### config.mk
export PLATFORM = sky130hd
export DESIGN_NAME = cpu_regfile_sb
export DESIGN_NICKNAME = d
export VERILOG_FILES = /design/src/rtl/cpu_regfile_sb_pkg.sv /design/src/rtl/cpu_regfile_sb_scoreboard.sv /design/src/rtl/cpu_regfile_sb.sv
export SDC_FILE = /design/constraint.sdc
export NUM_CORES = 2
export LEC_CHECK = 0
export BUFFER_PORTS_ARGS = -buffer_cell sky130_fd_sc_hd__buf_2
export CORE_ASPECT_RATIO = 0.8
export CORE_MARGIN = 5
export CORE_UTILIZATION = 35
export CTS_CLUSTER_DIAMETER = 60
export DETAILED_ROUTE_END_ITERATION = 16
export GPL_TIMING_DRIVEN = 0
export PLACE_DENSITY = 0.52
export RECOVER_POWER = 50
export SLEW_MARGIN = 30
export SYNTH_ARGS = -nofsm -noshare
export SYNTH_HDL_FRONTEND = slang
export SYNTH_SLANG_ARGS = --single-unit
### constraint.sdc
create_clock -name clk -period 5.7 [get_ports clk]
set_input_delay 1.14 -clock clk [delete_from_list [all_inputs] [get_ports clk]]
set_output_delay 1.14 -clock clk [all_outputs]
set_load 0.02 [all_outputs]
### src/rtl/cpu_regfile_sb_pkg.sv
// Shared types and constants for the register file with busy-bit scoreboard.
// Used by cpu_regfile_sb and cpu_regfile_sb_scoreboard.
package cpu_regfile_sb_pkg;

  localparam int DATA_W      = 32;
  localparam int ADDR_W      = 5;
  localparam int ZERO_IDX    = 0;
  localparam int READ_N_MAX  = 8;
  localparam int WRITE_N_MAX = 4;

  typedef logic [ADDR_W-1:0] reg_addr_t;
  typedef logic [DATA_W-1:0] reg_data_t;

endpackage

### src/rtl/cpu_regfile_sb_scoreboard.sv
// Busy-bit scoreboard: per-register in-flight producer flags plus a registered
// count of busy entries. Priority per edge: flush > alloc > write-back clear.
module cpu_regfile_sb_scoreboard
  import cpu_regfile_sb_pkg::*;
#(
  parameter int ADDR     = ADDR_W,
  parameter int WRITE    = 1,
  parameter bit ZERO_REG = 1'b1
) (
  input  logic                       clk,
  input  logic                       reset_,
  input  logic                       alloc_,
  input  logic [ADDR-1:0]            alloc_addr,
  input  logic [WRITE-1:0]           we_,
  input  logic [WRITE-1:0][ADDR-1:0] waddr,
  input  logic                       flush_,
  output logic [(2**ADDR)-1:0]       busy,
  output logic [ADDR:0]              busy_cnt
);

  localparam int DEPTH = 2 ** ADDR;

  logic [DEPTH-1:0] r_busy;
  logic [ADDR:0]    r_cnt;
  logic [DEPTH-1:0] w_busy_nxt;
  logic [ADDR:0]    w_cnt_nxt;

  always_comb begin
    w_busy_nxt = r_busy;
    for (int i = 0; i < WRITE; i++) begin
      if (!we_[i]) w_busy_nxt[waddr[i]] = 1'b0;
    end
    // A new producer issued this cycle outlives any completing write-back.
    if (!flush_) w_busy_nxt = '0;
    else if (!alloc_) w_busy_nxt[alloc_addr] = 1'b1;
    if (ZERO_REG) w_busy_nxt[ZERO_IDX] = 1'b0;
  end

  always_comb begin
    w_cnt_nxt = '0;
    for (int j = 0; j < DEPTH; j++) begin
      w_cnt_nxt = w_cnt_nxt + {{ADDR{1'b0}}, w_busy_nxt[j]};
    end
  end

  always_ff @(posedge clk or negedge reset_) begin
    if (!reset_) begin
      r_busy <= '0;
      r_cnt  <= '0;
    end else begin
      r_busy <= w_busy_nxt;
      r_cnt  <= w_cnt_nxt;
    end
  end

  assign busy     = r_busy;
  assign busy_cnt = r_cnt;

endmodule

### src/rtl/cpu_regfile_sb.sv
// Multi-port register file with integrated busy-bit scoreboard.
// Define CPU_REGFILE_BYPASS_EN to forward same-cycle write-back data to read ports.
module cpu_regfile_sb
  import cpu_regfile_sb_pkg::*;
#(
  parameter int DATA     = DATA_W,
  parameter int ADDR     = ADDR_W,
  parameter int READ     = 2,
  parameter int WRITE    = 1,
  parameter bit ZERO_REG = 1'b1
) (
  input  logic                       clk,
  input  logic                       reset_,
  input  logic [READ-1:0][ADDR-1:0]  raddr,
  output logic [READ-1:0][DATA-1:0]  rdata,
  output logic [READ-1:0]            rbusy,
  input  logic                       alloc_,
  input  logic [ADDR-1:0]            alloc_addr,
  input  logic [WRITE-1:0]           we_,
  input  logic [WRITE-1:0][ADDR-1:0] waddr,
  input  logic [WRITE-1:0][DATA-1:0] wdata,
  input  logic                       flush_,
  output logic [ADDR:0]              busy_cnt
);

  localparam int DEPTH = 2 ** ADDR;

  logic [DATA-1:0]  r_mem [DEPTH];
  logic [DEPTH-1:0] w_busy;

  cpu_regfile_sb_scoreboard #(
    .ADDR     (ADDR),
    .WRITE    (WRITE),
    .ZERO_REG (ZERO_REG)
  ) u_sb (
    .clk        (clk),
    .reset_     (reset_),
    .alloc_     (alloc_),
    .alloc_addr (alloc_addr),
    .we_        (we_),
    .waddr      (waddr),
    .flush_     (flush_),
    .busy       (w_busy),
    .busy_cnt   (busy_cnt)
  );

  // Ascending port loop: the highest-indexed port's assignment lands last.
  always_ff @(posedge clk or negedge reset_) begin
    if (!reset_) begin
      for (int k = 0; k < DEPTH; k++) r_mem[k] <= '0;
    end else begin
      for (int i = 0; i < WRITE; i++) begin
        if (!we_[i] && !(ZERO_REG && waddr[i] == ADDR'(ZERO_IDX))) begin
          r_mem[waddr[i]] <= wdata[i];
        end
      end
    end
  end

  always_comb begin
    for (int r = 0; r < READ; r++) begin
      rdata[r] = r_mem[raddr[r]];
      rbusy[r] = w_busy[raddr[r]];
`ifdef CPU_REGFILE_BYPASS_EN
      for (int i = 0; i < WRITE; i++) begin
        if (!we_[i] && waddr[i] == raddr[r]) begin
          rdata[r] = wdata[i];
          rbusy[r] = 1'b0;
        end
      end
`endif
      if (ZERO_REG && raddr[r] == ADDR'(ZERO_IDX)) begin
        rdata[r] = '0;
        rbusy[r] = 1'b0;
      end
    end
  end

endmodule
=== After elaboration in Yosys (flattened, before gate mapping) ===
Cells that the tools add are included.

* Logic and storage cells: 113
* Input bits: 57
* Output and inout port bits: 72
* Register bits: 1061

* Magnitude comparators: 10
* Reductions and logical operators: 9
* Add/subtract/negate cells: 30
* Mux-type cells: 24
* Bitwise logic cells: 6

{| class="wikitable"
|+ Operator list
! kind !! number
|-
| $bwmux W1024 || 1
|-
| $bmux W32 S5 || 2
|-
| $mux W32 || 10
|-
| $add A6 B1 Y6 || 29
|-
| $demux W32 S5 || 1
|-
| $and A32 B32 Y32 || 1
|-
| $not A32 Y32 || 1
|-
| $or A32 B32 Y32 || 1
|-
| $lt A5 B6 Y1 const B || 4
|-
| $ge A6 B6 Y1 const B || 3
|-
| $not A5 Y6 || 3
|-
| $logic_not A5 Y1 || 3
|-
| $bmux W1 S5 || 2
|-
| $demux W1 S5 || 2
|-
| $ge A5 B1 Y1 const B || 2
|-
| $lt A6 B1 Y1 const B || 1
|-
| $mux W1 || 6
|-
| $logic_and A1 B1 Y1 || 4
|-
| $add A1 B1 Y2 || 1
|-
| $logic_not A1 Y1 || 2
|}

=== Logic depth before layout (Yosys ltp) ===
* Depth in word-level cells: 40
* Mapped depth: 22
* Mapped depth without buffers: 21

=== Cells and area by module ===
Synthesis repeated with hierarchy kept, for this count alone.

* Cell total of the unflattened synthesis: 3899
* Area, all modules: 58378.5 um^2

{| class="wikitable"
|+ Modules (own cells, without submodules)
! module !! cells an instance !! area each (um^2) !! instances !! seq. area each (um^2)
|-
| cpu_regfile_sb || 3654 || 55678.4 || 1 || 25624.6
|-
| cpu_regfile_sb_scoreboard || 245 || 2700.1 || 1 || 925.9
|}

=== Least setup slack after synthesis ===
No wires, ideal clock.

* Path kind: input -> register
* From: input waddr[3] (netlist bit)
* To: register u_sb.r_cnt[4], in the netlist u_sb.busy_cnt[4]
* Required time: 5.620 ns
* Setup slack: -0.705 ns
* Data arrival time: 6.325 ns
* Path buffers: 1
* Setup time: 0.080 ns
* Stages on the path: 19
* Cells stage by stage: buf_2 nor3_1 nand2_2 a22oi_1 nor2b_1 ha_1 inv_1 fa_1 fa_1 fa_1 fa_1 fa_1 inv_1 fa_1 ha_1 fa_1 a21o_1 a21oi_1 xnor2_1

* Longest elaborated chain between the ends: 40
* Elaborated cells on any way between the ends: 41
* Classes of those cells: add/sub (30); order compare (2); mux (5); bitwise (3); reduce/logical (1)

{| class="wikitable"
|+ RTL lines
! what !! line !! source
|-
| from (decl) || cpu_regfile_sb.sv:20 || <nowiki>input logic [WRITE-1:0][ADDR-1:0] waddr,</nowiki>
|-
| $lt A5 B6 Y1 (implied by the code) or $ge A5 B1 Y1 (tied branches) || cpu_regfile_sb_scoreboard.sv:31 || <nowiki>if (!we_[i]) w_busy_nxt[waddr[i]] = 1'b0;</nowiki>
|-
| $logic_and A1 B1 Y1 (implied by the code) || cpu_regfile_sb_scoreboard.sv:31 ||
|-
| $mux W1 (implied by the code) || cpu_regfile_sb_scoreboard.sv:31 ||
|-
| $demux W1 S5 (*) || - ||
|-
| $not A32 Y32 (no line) (*) || - ||
|-
| $and A32 B32 Y32 (no line) (*) || - ||
|-
| $mux W32 (*) || cpu_regfile_sb_scoreboard.sv:31 ||
|-
| $or A32 B32 Y32 (no line) || - ||
|-
| $mux W32 (*) || cpu_regfile_sb_scoreboard.sv:35 || <nowiki>else if (!alloc_) w_busy_nxt[alloc_addr] = 1'b1;</nowiki>
|-
| $mux W32 (*) || cpu_regfile_sb_scoreboard.sv:34 || <nowiki>if (!flush_) w_busy_nxt = '0;</nowiki>
|-
| net u_sb.w_busy_nxt[2] || cpu_regfile_sb_scoreboard.sv:25 || <nowiki>logic [DEPTH-1:0] w_busy_nxt;</nowiki>
|-
| $add A1 B1 Y2 (*) || cpu_regfile_sb_scoreboard.sv:42 || <nowiki>w_cnt_nxt = w_cnt_nxt + {{ADDR{1'b0}}, w_busy_nxt[j]};</nowiki>
|-
| $add A6 B1 Y6 (*) (29 in a row) || cpu_regfile_sb_scoreboard.sv:42 ||
|-
| net u_sb.w_cnt_nxt[4] || cpu_regfile_sb_scoreboard.sv:26 || <nowiki>logic [ADDR:0] w_cnt_nxt;</nowiki>
|-
| to (signal assigned) || cpu_regfile_sb_scoreboard.sv:52 || <nowiki>r_cnt <= w_cnt_nxt;</nowiki>
|-
| to (decl) || cpu_regfile_sb_scoreboard.sv:24 || <nowiki>logic [ADDR:0] r_cnt;</nowiki>
|}

The timed path passes the listed nets; every way through them passes the cells marked *.
A chain may end at the register's enable or synchronous reset.

==> impl_metrics.yaml <==
yosys:
  syn-cell-area_um2: 58300
  synth_cells: 3891
  synth_edf_count: 0
  synthTopCellsByArea: "dfrtp_1 46%, mux2_2 19%, mux4_2 16%"
  synth_nets: 3980
  synthDistinctLibCells: 53
  synthArstFlopShare_pct: 100
  ys_warn_count: 0
  seq_area_frac_synth_pct: 45.5
  yosys.area.top_type: "dfrtp_1"
  synth_top_cell_area_share_pct: 45.5
  ys_ff_latch: 1061
  post_synth.cell_area_avg_um2: 15.0
  ys.flop_type: "dfrtp_1"
pwr:
  ir_worst_vdd_mv: 0.253
  powerDensity_nw_per_um2: 345
  switching_share_pct: 29.4
  power_frac_seq_pct: 43.3
  p_clk_share_pct: 35.7
  pwr-share-comb_pct: 21.0
  switchingPower_w: 0.00677
  p_int_w: 0.0163
  p_leak_nw: 28.9
run_status:
  violations: "capacitance limit, slew limit, setup timing"
  status: "finished, violations left"
critical_path:
  cp_common_cell: "buf_2"
  worstSetupPathType: "input port to output pin"
  required_ps: 4560
  slowest_stage: "a311oi_1"
  rrSetupSlack_ps: 730
  r2r_end: "u_sb.busy_cnt[4]"
  path_cells: "buf_6, inv_1, buf_4, buf_2, buf_2, o2111ai_1, a311oi_1, buf_2"
  critPathMaxFanout: 10
  critical_path_buf_inv_count: 6
  cp_slowest_stage_delay_ps: 730
  timing.rr.start: "u_sb.busy[2]"
  cp-start-kind: "input port"
  crit_family: "buffers and inverters"
  timing.reg2reg.worst_path_depth: 16
  worstSetupEndpointType: "output pin"
  cp.arrival_ps: 4610
global_routing:
  grt_overflow: 0
  grt_pass1_vias: 40672
  grt_pass1_wl_mm: 343
  grt_usage_pct: 28.2
  grt_max_degree: 119
  antenna_found_initial: 23
cts:
  htree_num_levels: 3
  path_clk_slew_ps: 60
  clkLatencyLatePin_ps: 750
  cts_tree: "built"
  cts_buffer_depth: 3
  clock-sinks: 1061
  cts_made_buffers: 119
  root_buffer: "clkbuf_16"
  holdBufCountCts: 0
placement:
  dp.cells: 6269
  port_buffers: 116
  gp_congestion: 0.902
  dp_hpwl_mm: 172
  dp_slack_ps: -1090
  postPlaceCellArea_um2: 62400
sta:
  tightest_slew_ps: 3660
  period_share_pct: 101
  drv_slew: 263
  fmax_mhz: 174
  skew_ps: 13.9
  max-slew-margin-rel_pct: -144
  hold_violations: 0
  setup_ws_ps: -49.5
  period_needed_ps: 5750
  finalSetupViolations: 2
final_layout:
  layout-drive-gt1-share_pct: 50.6
  layout.nets: 4250
  syn2layout_area_growth_pct: 14.4
  fin_area_um2: 66700
  instances_no_fill: 6510
floorplan:
  die_x_um: 466
  start_util_pct: 35.1
  io_pins: 129
  rows: 134
  core_um2: 166000
  die_h_um: 375
  dieArea_um2: 175000
route:
  drt_wl_total_mm: 250
  drt_pass1_iterations: 7
  antenna_left: 0
  vias: 40731
  wl_per_cell_um: 38.4
  avgViaCountPerCell: 6.26
  dr.first_iter.drc_count: 4933
  drc_errors: 0
run:
  max-cap-violations: 3
min_path:
  min_path_type: "input port to async pin"
[worst max-delay path by stage]
stage          startpoint               end  cells past startpoint
5_1_grt          waddr[1]  u_sb.busy_cnt[4]                     20
6_report         raddr[0]         rdata[30]                      8
4_1_cts               we_  u_sb.busy_cnt[4]                     17
2_1_floorplan    waddr[2]  u_sb.busy_cnt[4]                     19
3_3_place_gp       reset_          r_mem[4]                      1
3_5_place_dp          we_  u_sb.busy_cnt[4]                     19
[kinds of logic (layout without fill, tap and decap cells)]
kind of cell    count (synthesis)  count (layout)  share of synthesized area, %
compound gates                415             415                          5.56
xor+xnor                        3               3                        0.0450
fa+ha+maj                      32              32                         0.982
buf+inv                       470             839                          4.61
flops                        1061            1061                          45.5
mux                          1652            1652                          40.7
other cells                     0               6                             0
simple gates                  258             258                          2.57
[flip-flops by register name (all words and copies together), names as in the netlist]
signal,count
u_sb.busy_cnt,6
r_mem,1024
u_sb.busy,31
[cell usage after synthesis (all sizes together), types with 5 or more instances]
library cell  count
mux4            460
a22o             14
and2             25
and3b             5
mux2i           132
dfrtp          1061
a221oi           47
a211oi           64
nand2            99
fa               23
nor2b            77
mux2           1060
ha                9
nor3b            10
inv              24
clkbuf          182
nand2b            6
a22oi            74
buf             264
o21ai           122
o2111ai          19
nor2             19
a311oi           66
[cell usage in the layout (no fill, tap or decap), types with 8 or more instances in the layout]
cell	Yosys	routed
dfrtp_1	1061	1061
mux2_2	987	987
mux4_2	422	422
buf_2	131	244
clkbuf_1	180	164
mux2i_1	132	132
clkbuf_16	0	122
nand2_1	93	87
a22oi_1	74	74
nor2b_1	75	74
buf_4	60	73
mux2_1	73	73
buf_6	65	69
o21ai_0	67	67
a211oi_1	64	64
a311oi_1	66	64
o21ai_1	55	55
a221oi_2	41	41
mux4_1	38	38
clkbuf_2	2	34
clkbuf_8	0	28
and2_1	25	25
inv_1	24	24
clkinv_2	0	24
fa_1	23	20
o2111ai_1	19	19
a22o_1	14	14
buf_16	0	13
nor2_4	8	12
bufinv_16	0	10
clkinvlp_4	0	9
nand2_4	0	8
ha_1	9	8
[power by group through the flow]
stage,logic [W],clock network [W],registers (W)
after CTS,0.00481,0.00830,0.00990
after global routing,0.00512,0.00860,0.0101
final,0.00485,0.00822,0.00997
after floorplan,0.00341,0,0.00967
after global placement,0.00467,0,0.00999
after detailed placement,0.00479,0,0.0100
[through the flow]
stage          total power [W]  TNS [ps]  hold WS [ps]  util, %
2_1_floorplan           0.0131     -1120           438        -
3_3_place_gp            0.0147         -           458     37.2
3_5_place_dp            0.0148     -8160           465     37.5
4_1_cts                 0.0230         0           242     40.0
5_1_grt                 0.0238     -18.1           250     40.1
6_report                0.0230     -90.1           250     40.1
[metal layers]
layer	up-vias	GRT usage [%]	part of all wire, %
met5	-	0	0.033
met4	12	10.2	4.3
met3	506	8.78	10
met2	2291	39.8	42
met1	22311	40.6	44
li1	15611	-	-
[final cells by class]
class	instances	area, um2
inverters	24	90.1
repair buffers	152	1180
flip-flops and latches	1061	26600
clock inverters	55	601
clock buffers	165	3490
fillers	15566	99600
multi-input cells	2360	29300
diodes	6	15.0
plain buffers	443	2660
well taps	2244	2810
[what timing repair did]
item,CTS,global route
setup endpoints to repair,25,3
resized for setup,19,20
setup buffers,6,12
pin swaps,3,6
(Power assumes the default switching activity.)
